[src/rtl/bus_read_fifo_if.sv]
// Bus-read FIFO handshake interface.
// Groups the capture side (ld, bus_in) and the consumer side (rd, dout, valid)
// together with the status outputs (full, count, ovf).
//   slave  modport: used by the FIFO (inputs ld/rd/bus_in; outputs the rest)
//   master modport: used by whatever drives the bus and consumes words
interface bus_read_fifo_if #(
  parameter int unsigned WIDTH = 32,
  parameter int unsigned DEPTH = 4
) ();
  localparam int unsigned CntW = $clog2(DEPTH) + 1;

  logic [WIDTH-1:0] bus_in;  // shared bus value
  logic             ld;      // capture strobe
  logic             rd;      // consumer pop
  logic [WIDTH-1:0] dout;    // head word, 0 when empty
  logic             valid;   // FIFO not empty
  logic             full;    // count == DEPTH
  logic [CntW-1:0]  count;   // stored words, 0..DEPTH
  logic             ovf;     // sticky overflow flag

  modport slave (
    input  bus_in, ld, rd,
    output dout, valid, full, count, ovf
  );

  modport master (
    output bus_in, ld, rd,
    input  dout, valid, full, count, ovf
  );
endinterface

[src/rtl/bus_read_fifo.sv]
// Receive-side endpoint of the shared CPU data bus. Captures bus_in whenever
// ld is high and queues it in a DEPTH-entry FIFO; the consumer pops with rd.
// Ports:
//   clk    - clock, rising edge
//   rst    - asynchronous active-high reset
//   bus_if - bus_read_fifo_if.slave: bus_in, ld, rd in; dout, valid, full,
//            count, ovf out
// Optional feature: define BUS_READ_FIFO_OVF_FLAG_EN to build the sticky
// overflow flag; otherwise ovf is tied to 0. Drop-on-full behaviour is the
// same in both builds.
module bus_read_fifo #(
  parameter int unsigned WIDTH = 32,
  parameter int unsigned DEPTH = 4
) (
  input logic           clk,
  input logic           rst,
  bus_read_fifo_if.slave bus_if
);
  localparam int unsigned AddrW = $clog2(DEPTH);
  localparam int unsigned CntW  = AddrW + 1;

  logic [WIDTH-1:0] mem_q [DEPTH];
  logic [AddrW-1:0] wptr_q, wptr_d;
  logic [AddrW-1:0] rptr_q, rptr_d;
  logic [CntW-1:0]  count_q, count_d;
  logic             valid, full, push, pop;

  assign valid = (count_q != '0);
  assign full  = (count_q == CntW'(DEPTH));

  // A full FIFO still accepts a word when the head is popped on the same edge.
  assign pop  = bus_if.rd & valid;
  assign push = bus_if.ld & (~full | bus_if.rd);

  always_comb begin
    wptr_d  = wptr_q;
    rptr_d  = rptr_q;
    count_d = count_q;
    if (push) wptr_d = wptr_q + AddrW'(1);
    if (pop)  rptr_d = rptr_q + AddrW'(1);
    unique case ({push, pop})
      2'b10:   count_d = count_q + CntW'(1);
      2'b01:   count_d = count_q - CntW'(1);
      default: count_d = count_q;
    endcase
  end

  always_ff @(posedge clk or posedge rst) begin
    if (rst) begin
      wptr_q  <= '0;
      rptr_q  <= '0;
      count_q <= '0;
    end else begin
      wptr_q  <= wptr_d;
      rptr_q  <= rptr_d;
      count_q <= count_d;
    end
  end

  // Storage is never reset; stale entries are hidden by the valid gate on dout.
  always_ff @(posedge clk) begin
    if (push) mem_q[wptr_q] <= bus_if.bus_in;
  end

`ifdef BUS_READ_FIFO_OVF_FLAG_EN
  logic ovf_q;
  always_ff @(posedge clk or posedge rst) begin
    if (rst) begin
      ovf_q <= 1'b0;
    end else if (bus_if.ld && full && !bus_if.rd) begin
      ovf_q <= 1'b1;
    end
  end
  assign bus_if.ovf = ovf_q;
`else
  assign bus_if.ovf = 1'b0;
`endif

  // Outputs decode registered state only.
  assign bus_if.dout  = valid ? mem_q[rptr_q] : '0;
  assign bus_if.valid = valid;
  assign bus_if.full  = full;
  assign bus_if.count = count_q;
endmodule
[src/flat_wrapper.sv]
// flat-port wrapper written by rule: the top's interface ports become plain ports
module bus_read_fifo_flat 
#(
  parameter int unsigned WIDTH = 32,
  parameter int unsigned DEPTH = 4
)
  (clk, rst, bus_if_bus_in, bus_if_ld, bus_if_rd, bus_if_dout, bus_if_valid, bus_if_full, bus_if_count, bus_if_ovf);
  bus_read_fifo_if #(.WIDTH(WIDTH), .DEPTH(DEPTH)) bus_if_i ();
  input logic clk;
  input logic rst;
  input wire logic [$bits(bus_if_i.bus_in)-1:0] bus_if_bus_in;
  input wire logic [$bits(bus_if_i.ld)-1:0] bus_if_ld;
  input wire logic [$bits(bus_if_i.rd)-1:0] bus_if_rd;
  output wire logic [$bits(bus_if_i.dout)-1:0] bus_if_dout;
  output wire logic [$bits(bus_if_i.valid)-1:0] bus_if_valid;
  output wire logic [$bits(bus_if_i.full)-1:0] bus_if_full;
  output wire logic [$bits(bus_if_i.count)-1:0] bus_if_count;
  output wire logic [$bits(bus_if_i.ovf)-1:0] bus_if_ovf;
  assign bus_if_i.bus_in = bus_if_bus_in;
  assign bus_if_i.ld = bus_if_ld;
  assign bus_if_i.rd = bus_if_rd;
  assign bus_if_dout = bus_if_i.dout;
  assign bus_if_valid = bus_if_i.valid;
  assign bus_if_full = bus_if_i.full;
  assign bus_if_count = bus_if_i.count;
  assign bus_if_ovf = bus_if_i.ovf;
  bus_read_fifo #(.WIDTH(WIDTH), .DEPTH(DEPTH)) u_core (.clk(clk), .rst(rst), .bus_if(bus_if_i));
endmodule
[config.mk]
export PLATFORM = sky130hd
export DESIGN_NAME = bus_read_fifo_flat
export DESIGN_NICKNAME = d
export VERILOG_FILES = /design/src/rtl/bus_read_fifo_if.sv /design/src/rtl/bus_read_fifo.sv /design/src/flat_wrapper.sv
export SDC_FILE = /design/constraint.sdc
export NUM_CORES = 1
export LEC_CHECK = 0
export CORE_MARGIN = 5
export CORE_UTILIZATION = 56
export CTS_BUF_LIST = sky130_fd_sc_hd__clkbuf_8
export DETAILED_ROUTE_END_ITERATION = 10
export PLACE_DENSITY = 0.83
export SYNTH_ARGS = -nofsm -noshare
export SYNTH_HDL_FRONTEND = slang
export SYNTH_SLANG_ARGS = --single-unit
[constraint.sdc]
create_clock -name clk -period 2.69 [get_ports clk]
set_clock_uncertainty 0.15 [all_clocks]
set_input_delay 0.807 -clock clk [delete_from_list [all_inputs] [get_ports clk]]
set_output_delay 0.807 -clock clk [all_outputs]
set_load 0.01 [all_outputs]
---- Word-level counts from Yosys, hierarchy flattened ----
Memories as Yosys holds them, arrays and structs flattened.
Cells that the tools add are included.
cells by class
  reduce and logical (&&, ||, !) cells .... 2
  equality and inequality tests ........... 3
  bitwise gates (word level) .............. 4
  muxes and demuxes ....................... 4
  add/subtract/negate cells ............... 4
operators with widths
  kind                                               number
  two-way mux 32 bit                                 1
  one-hot mux 3 bit (2 select lines)                 1
  adder 2 x 1 -> 2 bit (second input constant)       2
  adder 3 x 1 -> 3 bit (second input constant)       1
  == test 3 bit (second input constant)              1
  nonzero test 3 bit                                 1
  subtractor 3 x 1 -> 3 bit (second input constant)  1
  bitwise AND 1 bit                                  2
  == test 2 x 1 -> 1 bit (second input constant)     1
  == test 2 bit (second input constant)              1
  two-way mux 1 bit                                  2
  nonzero test 2 bit                                 1
  NOT 1 bit                                          1
  OR 1 bit                                           1
storage, ports and cells
  output and inout bits ................... 38
  word-level logic and storage cells ...... 21
  bits in registers ....................... 7
  RAM bits ................................ 128
  memories kept ........................... 1
  input bits .............................. 36
memory list
  memory        depth  width  read ports  clocked after memory_dff  wr ports  line                 text
  u_core.mem_q  4      32     1           0                         1         bus_read_fifo.sv:22  logic [WIDTH-1:0] mem_q [DEPTH];

---- Depth between registers and ports, before layout ----
  depth after elaboration ................. 6
  depth in mapped cells ................... 9
  depth with buffers taken out ............ 9

---- Least setup slack after synthesis ----
OpenSTA, ideal clock, no wires.
  path kind ............................... register -> register
  start ................................... register u_core.count_q[0] (netlist: u_core.bus_if.count[0])
  end ..................................... register u_core.count_q[2] (netlist: u_core.bus_if.count[2])
  path slack .............................. 0.392 ns
  setup time .............................. 0.079 ns
  stages on the path, launching flop included .. 10
  required time ........................... 2.461 ns
  arrival time ............................ 2.068 ns
  buffers on the path ..................... 0
  clock period less this slack ............ 2.298 ns
  cells stage by stage .................... dfrtp_1 -> or3b_1 -> o21a_4 -> inv_1 -> ha_1 -> inv_1 -> fa_1 -> xor2_1 -> nor2_1 -> xor2_1
on the way
  cells in the longest elaborated chain, start to end .. 6
  elaborated cells between the ends (all ways) .. 12
  those cells by class .................... add/sub: 2; eq/ne: 3; mux: 1; bitwise: 4; reduce/logical: 2
ends and longest elaborated chain
  item                                                                      line                 text
  start: declaration                                                        bus_read_fifo.sv:25  logic [CntW-1:0] count_q, count_d;
  start signal: assignment                                                  bus_read_fifo.sv:56  count_q <= count_d;
  == test 3 bit                                                             bus_read_fifo.sv:29  assign full = (count_q == CntW'(DEPTH));
  NOT 1 bit                                                                 bus_read_fifo.sv:33  assign push = bus_if.ld & (~full | bus_if.rd);
  OR 1 bit                                                                  bus_read_fifo.sv:33
  bitwise AND 1 bit                                                         bus_read_fifo.sv:33
  == test 2 x 1 -> 1 bit or == test 2 bit (tied branches)                   bus_read_fifo.sv:41  unique case ({push, pop})
  one-hot mux 3 bit (2 select lines) or nonzero test 2 bit (tied branches)  --
Several ways; a longest one is shown, not always the timed one.
A chain may end at the register's enable or synchronous reset.

---- Worst setup path in the final report ----
  start ................................... register u_core.rptr_q[0]
  end ..................................... output port bus_if_dout[10]
on the way
  cells in the longest elaborated chain, start to end .. 2
ends and longest elaborated chain
  item                      line                 text
  start: declaration        bus_read_fifo.sv:24  logic [AddrW-1:0] rptr_q, rptr_d;
  start signal: assignment  bus_read_fifo.sv:55  rptr_q <= rptr_d;
  memory (4 x 32 bit)       --
  two-way mux 32 bit        bus_read_fifo.sv:80  assign bus_if.dout = valid ? mem_q[rptr_q] : '0;
  end: declaration          flat_wrapper.sv:14   output wire logic [$bits(bus_if_i.dout)-1:0] bus_if_dout;
Every way passes these cells.

==> flow_summary.toml <==
[finish]
drive_gt1_share_pct = 42.1
fillers = 515
syn_to_final_growth_pct = 31.1
final_cell_mix = "edfxtp_1, clkdlybuf4s50_1, mux4_2"
utilization_pct = 75.1
final_common_cell = "edfxtp_1"
final_net_count = 392

[synth]
ys_types = 22
synth.largest_area_cell = "edfxtp_1"
synth.ff_latch_count = 135
synth_area_mm2 = 0.00530
synth_fp_nets = 287
synthCells = 245
yosysTopAreaCellShare_pct = 72.6
yosysSeqAreaShare_pct = 75.9
synth_area_leaders = "edfxtp_1, mux4_2, and2_1"
avgSynthCellArea_um2 = 21.6
ys.warnings.count = 0

[run]
maxCapViolCount = 0

[place]
port_buffers = 72
dp_hpwl_um = 6130
dp_slack_ns = -0.115
gp_congestion = 0.715

[power_and_ir_drop]
p_leak_nw = 2.48
irDropWorstVdd_mv = 0.891
power.density_mw_per_mm2 = 1170

[global_route]
grt_usage_pct = 18.6
grt_overflow = 0
antenna_found_initial = 0
grt_pass1_vias = 2908
grt_max_degree = 33
grt_first_pass_wirelength_um = 15800

[floorplanning]
initial_core_util_pct = 57.3
die_y_um = 107
core_region_area_mm2 = 0.00924
ios = 74
fp-row-count = 35
fp.dieArea_mm2 = 0.0115
dieWidth_um = 107

[worst_setup_path]
r2r_end = "u_core.bus_if.count[2]"
start_kind = "register"
crit_path_end_kind = "primary output"
rrSetupSlack_ns = 0.29
critPathKind = "reg -> out"
ff2ff_path_depth = 10
path_max_fanout = 7
cp.required_ns = 1.73
arrival_ns = 1.92
r2r_start = "u_core.bus_if.count[0]"

[outcome]
status = "complete, but fails checks"
violations = "negative setup slack"

[clock_tree]
insertion_delay_ns = 0.41
cts_root_buf = "clkbuf_8"
clkSinkCount = 135
clock_path_buffers = 2
cts_tree = "yes"
numCtsBuffers = 17
clkTransAtPathRegs_ns = 0.07
htreeDepth = 4

[timing]
finalWorstSetupSlack_ns = -0.182
finalMaxSlewViolations = 0
layout_worst_path_cycle_share_pct = 107
rsz0062_at_grt = "yes"
setup_violations = 32
period_needed_ns = 2.87
final.setup.tns_ns = -3.62
finalHoldViolCount = 0
max_freq_ghz = 0.348

[route]
vias_per_cell = 5.33
wl_per_cell_um = 20.1
vias = 2627
ant_nets = 0
wl_um = 9890
first_pass_iters = 4
drc = 0
drt_iter0_drc = 130

[worst_hold_path]
worstHoldPathCells = 2
hold_path_class = "reg -> reg"
min_to = "u_core.bus_if.count[2]"
min_from = "u_core.bus_if.count[2]"
==> sequential cells by signal, indices dropped and copies added (netlist names) <==
register	count
u_core.bus_if.count	3
u_core.mem_q	128
u_core.rptr_q	2
u_core.wptr_q	2
==> metal layers <==
metal | vias to the layer above | share of wire [%] | wire length, µm | global-route usage (%)
met5 | - | 0 | 0 | 0
met4 | 0 | 0.83 | 82 | 5.57
met3 | 10 | 4.8 | 477 | 5.84
met2 | 70 | 54 | 5300 | 31.5
met1 | 1371 | 41 | 4030 | 23.1
li1 | 1176 | - | - | -
==> layout make-up <==
type / instances / area, µm² / share of cell area [%]
Sequential cell: 135 / 4020 / 57.9
Multi-Input combinational cell: 89 / 1220 / 17.6
Timing Repair Buffer: 99 / 1070 / 15.4
Clock buffer: 17 / 234 / 3.37
Clock inverter: 15 / 204 / 2.94
Tap cell: 129 / 161 / 2.33
Inverter: 8 / 30.0 / 0.433
Antenna cell: 1 / 2.50 / 0.0360
==> synthesized netlist by cell type, drive strengths merged <==
library cell	instances
and2	37
buf	8
clkbuf	5
conb	1
dfrtp	7
edfxtp	128
fa	1
ha	5
inv	8
mux2	1
mux2i	1
mux4	32
nand3	1
nor2	1
o21a	1
or3	1
or3b	1
xnor2	3
xor2	3
==> worst max path at each step <==
stage                      startpoint                endpoint  slack, ns  cells past startpoint
2_1_floorplan  u_core.bus_if.count[0]  u_core.bus_if.count[2]       0.39                      9
5_1_grt              u_core.rptr_q[0]         bus_if_dout[10]      -0.27                      6
4_1_cts              u_core.rptr_q[0]         bus_if_dout[10]      -0.20                      6
3_3_place_gp         u_core.rptr_q[0]         bus_if_dout[22]      -0.04                      4
3_5_place_dp                bus_if_rd  u_core.bus_if.count[2]      -0.12                      9
6_report             u_core.rptr_q[0]         bus_if_dout[10]      -0.18                      6
==> cell families (layout without fill, tap and decap cells) <==
| group | count (synthesis) | after routing | share of synthesized area [%] |
|---|---|---|---|
| flip-flops | 135 | 135 | 75.9 |
| AND/OR/NAND/NOR | 41 | 41 | 4.91 |
| multiplexers | 34 | 34 | 14.1 |
| buffers and inverters | 21 | 139 | 2.20 |
| adder cells (fa/ha/maj) | 6 | 6 | 1.56 |
| XOR/XNOR | 6 | 6 | 0.993 |
| other | 1 | 2 | 0.0708 |
| AO/OA/AOI/OAI | 1 | 1 | 0.283 |
==> what timing repair did <==
item                                    4_1_cts  5_1_grt
gates cloned                                  2        0
endpoints found under the setup margin       34       34
pin swaps                                    26        0
buffers inserted                              8        0
hold buffers                                  0        0
gates resized for setup                     157       28
==> through the flow <==
step / power (mW) / instances / cell area, µm² / hold WS (ns)
finish: 8.15 / 493 / 6940 / 0.435
CTS: 7.96 / 493 / 6850 / 0.436
global route: 8.57 / 492 / 6940 / 0.453
detailed placement: 6.07 / 451 / 6340 / 0.413
global placement: 5.97 / 451 / 6340 / 0.393
floorplan: 4.56 / 245 / 5300 / 0.375
==> power breakdown <==
part	switching, mW	leakage [nW]	internal (mW)	total, mW
Clock	0.765	0.214	1.01	1.78
Combinational	1.42	1.01	2.04	3.46
Sequential	0.131	1.25	2.78	2.91
==> worst max-delay path, stage by stage, from the launching register on <==
cell	delay, ns
dfrtp_2	0.40
buf_6	0.14
buf_12	0.14
buf_6	0.10
mux4_2	0.47
and2_4	0.15
buf_6	0.11
Note: power is estimated with default switching activity, not from simulation.
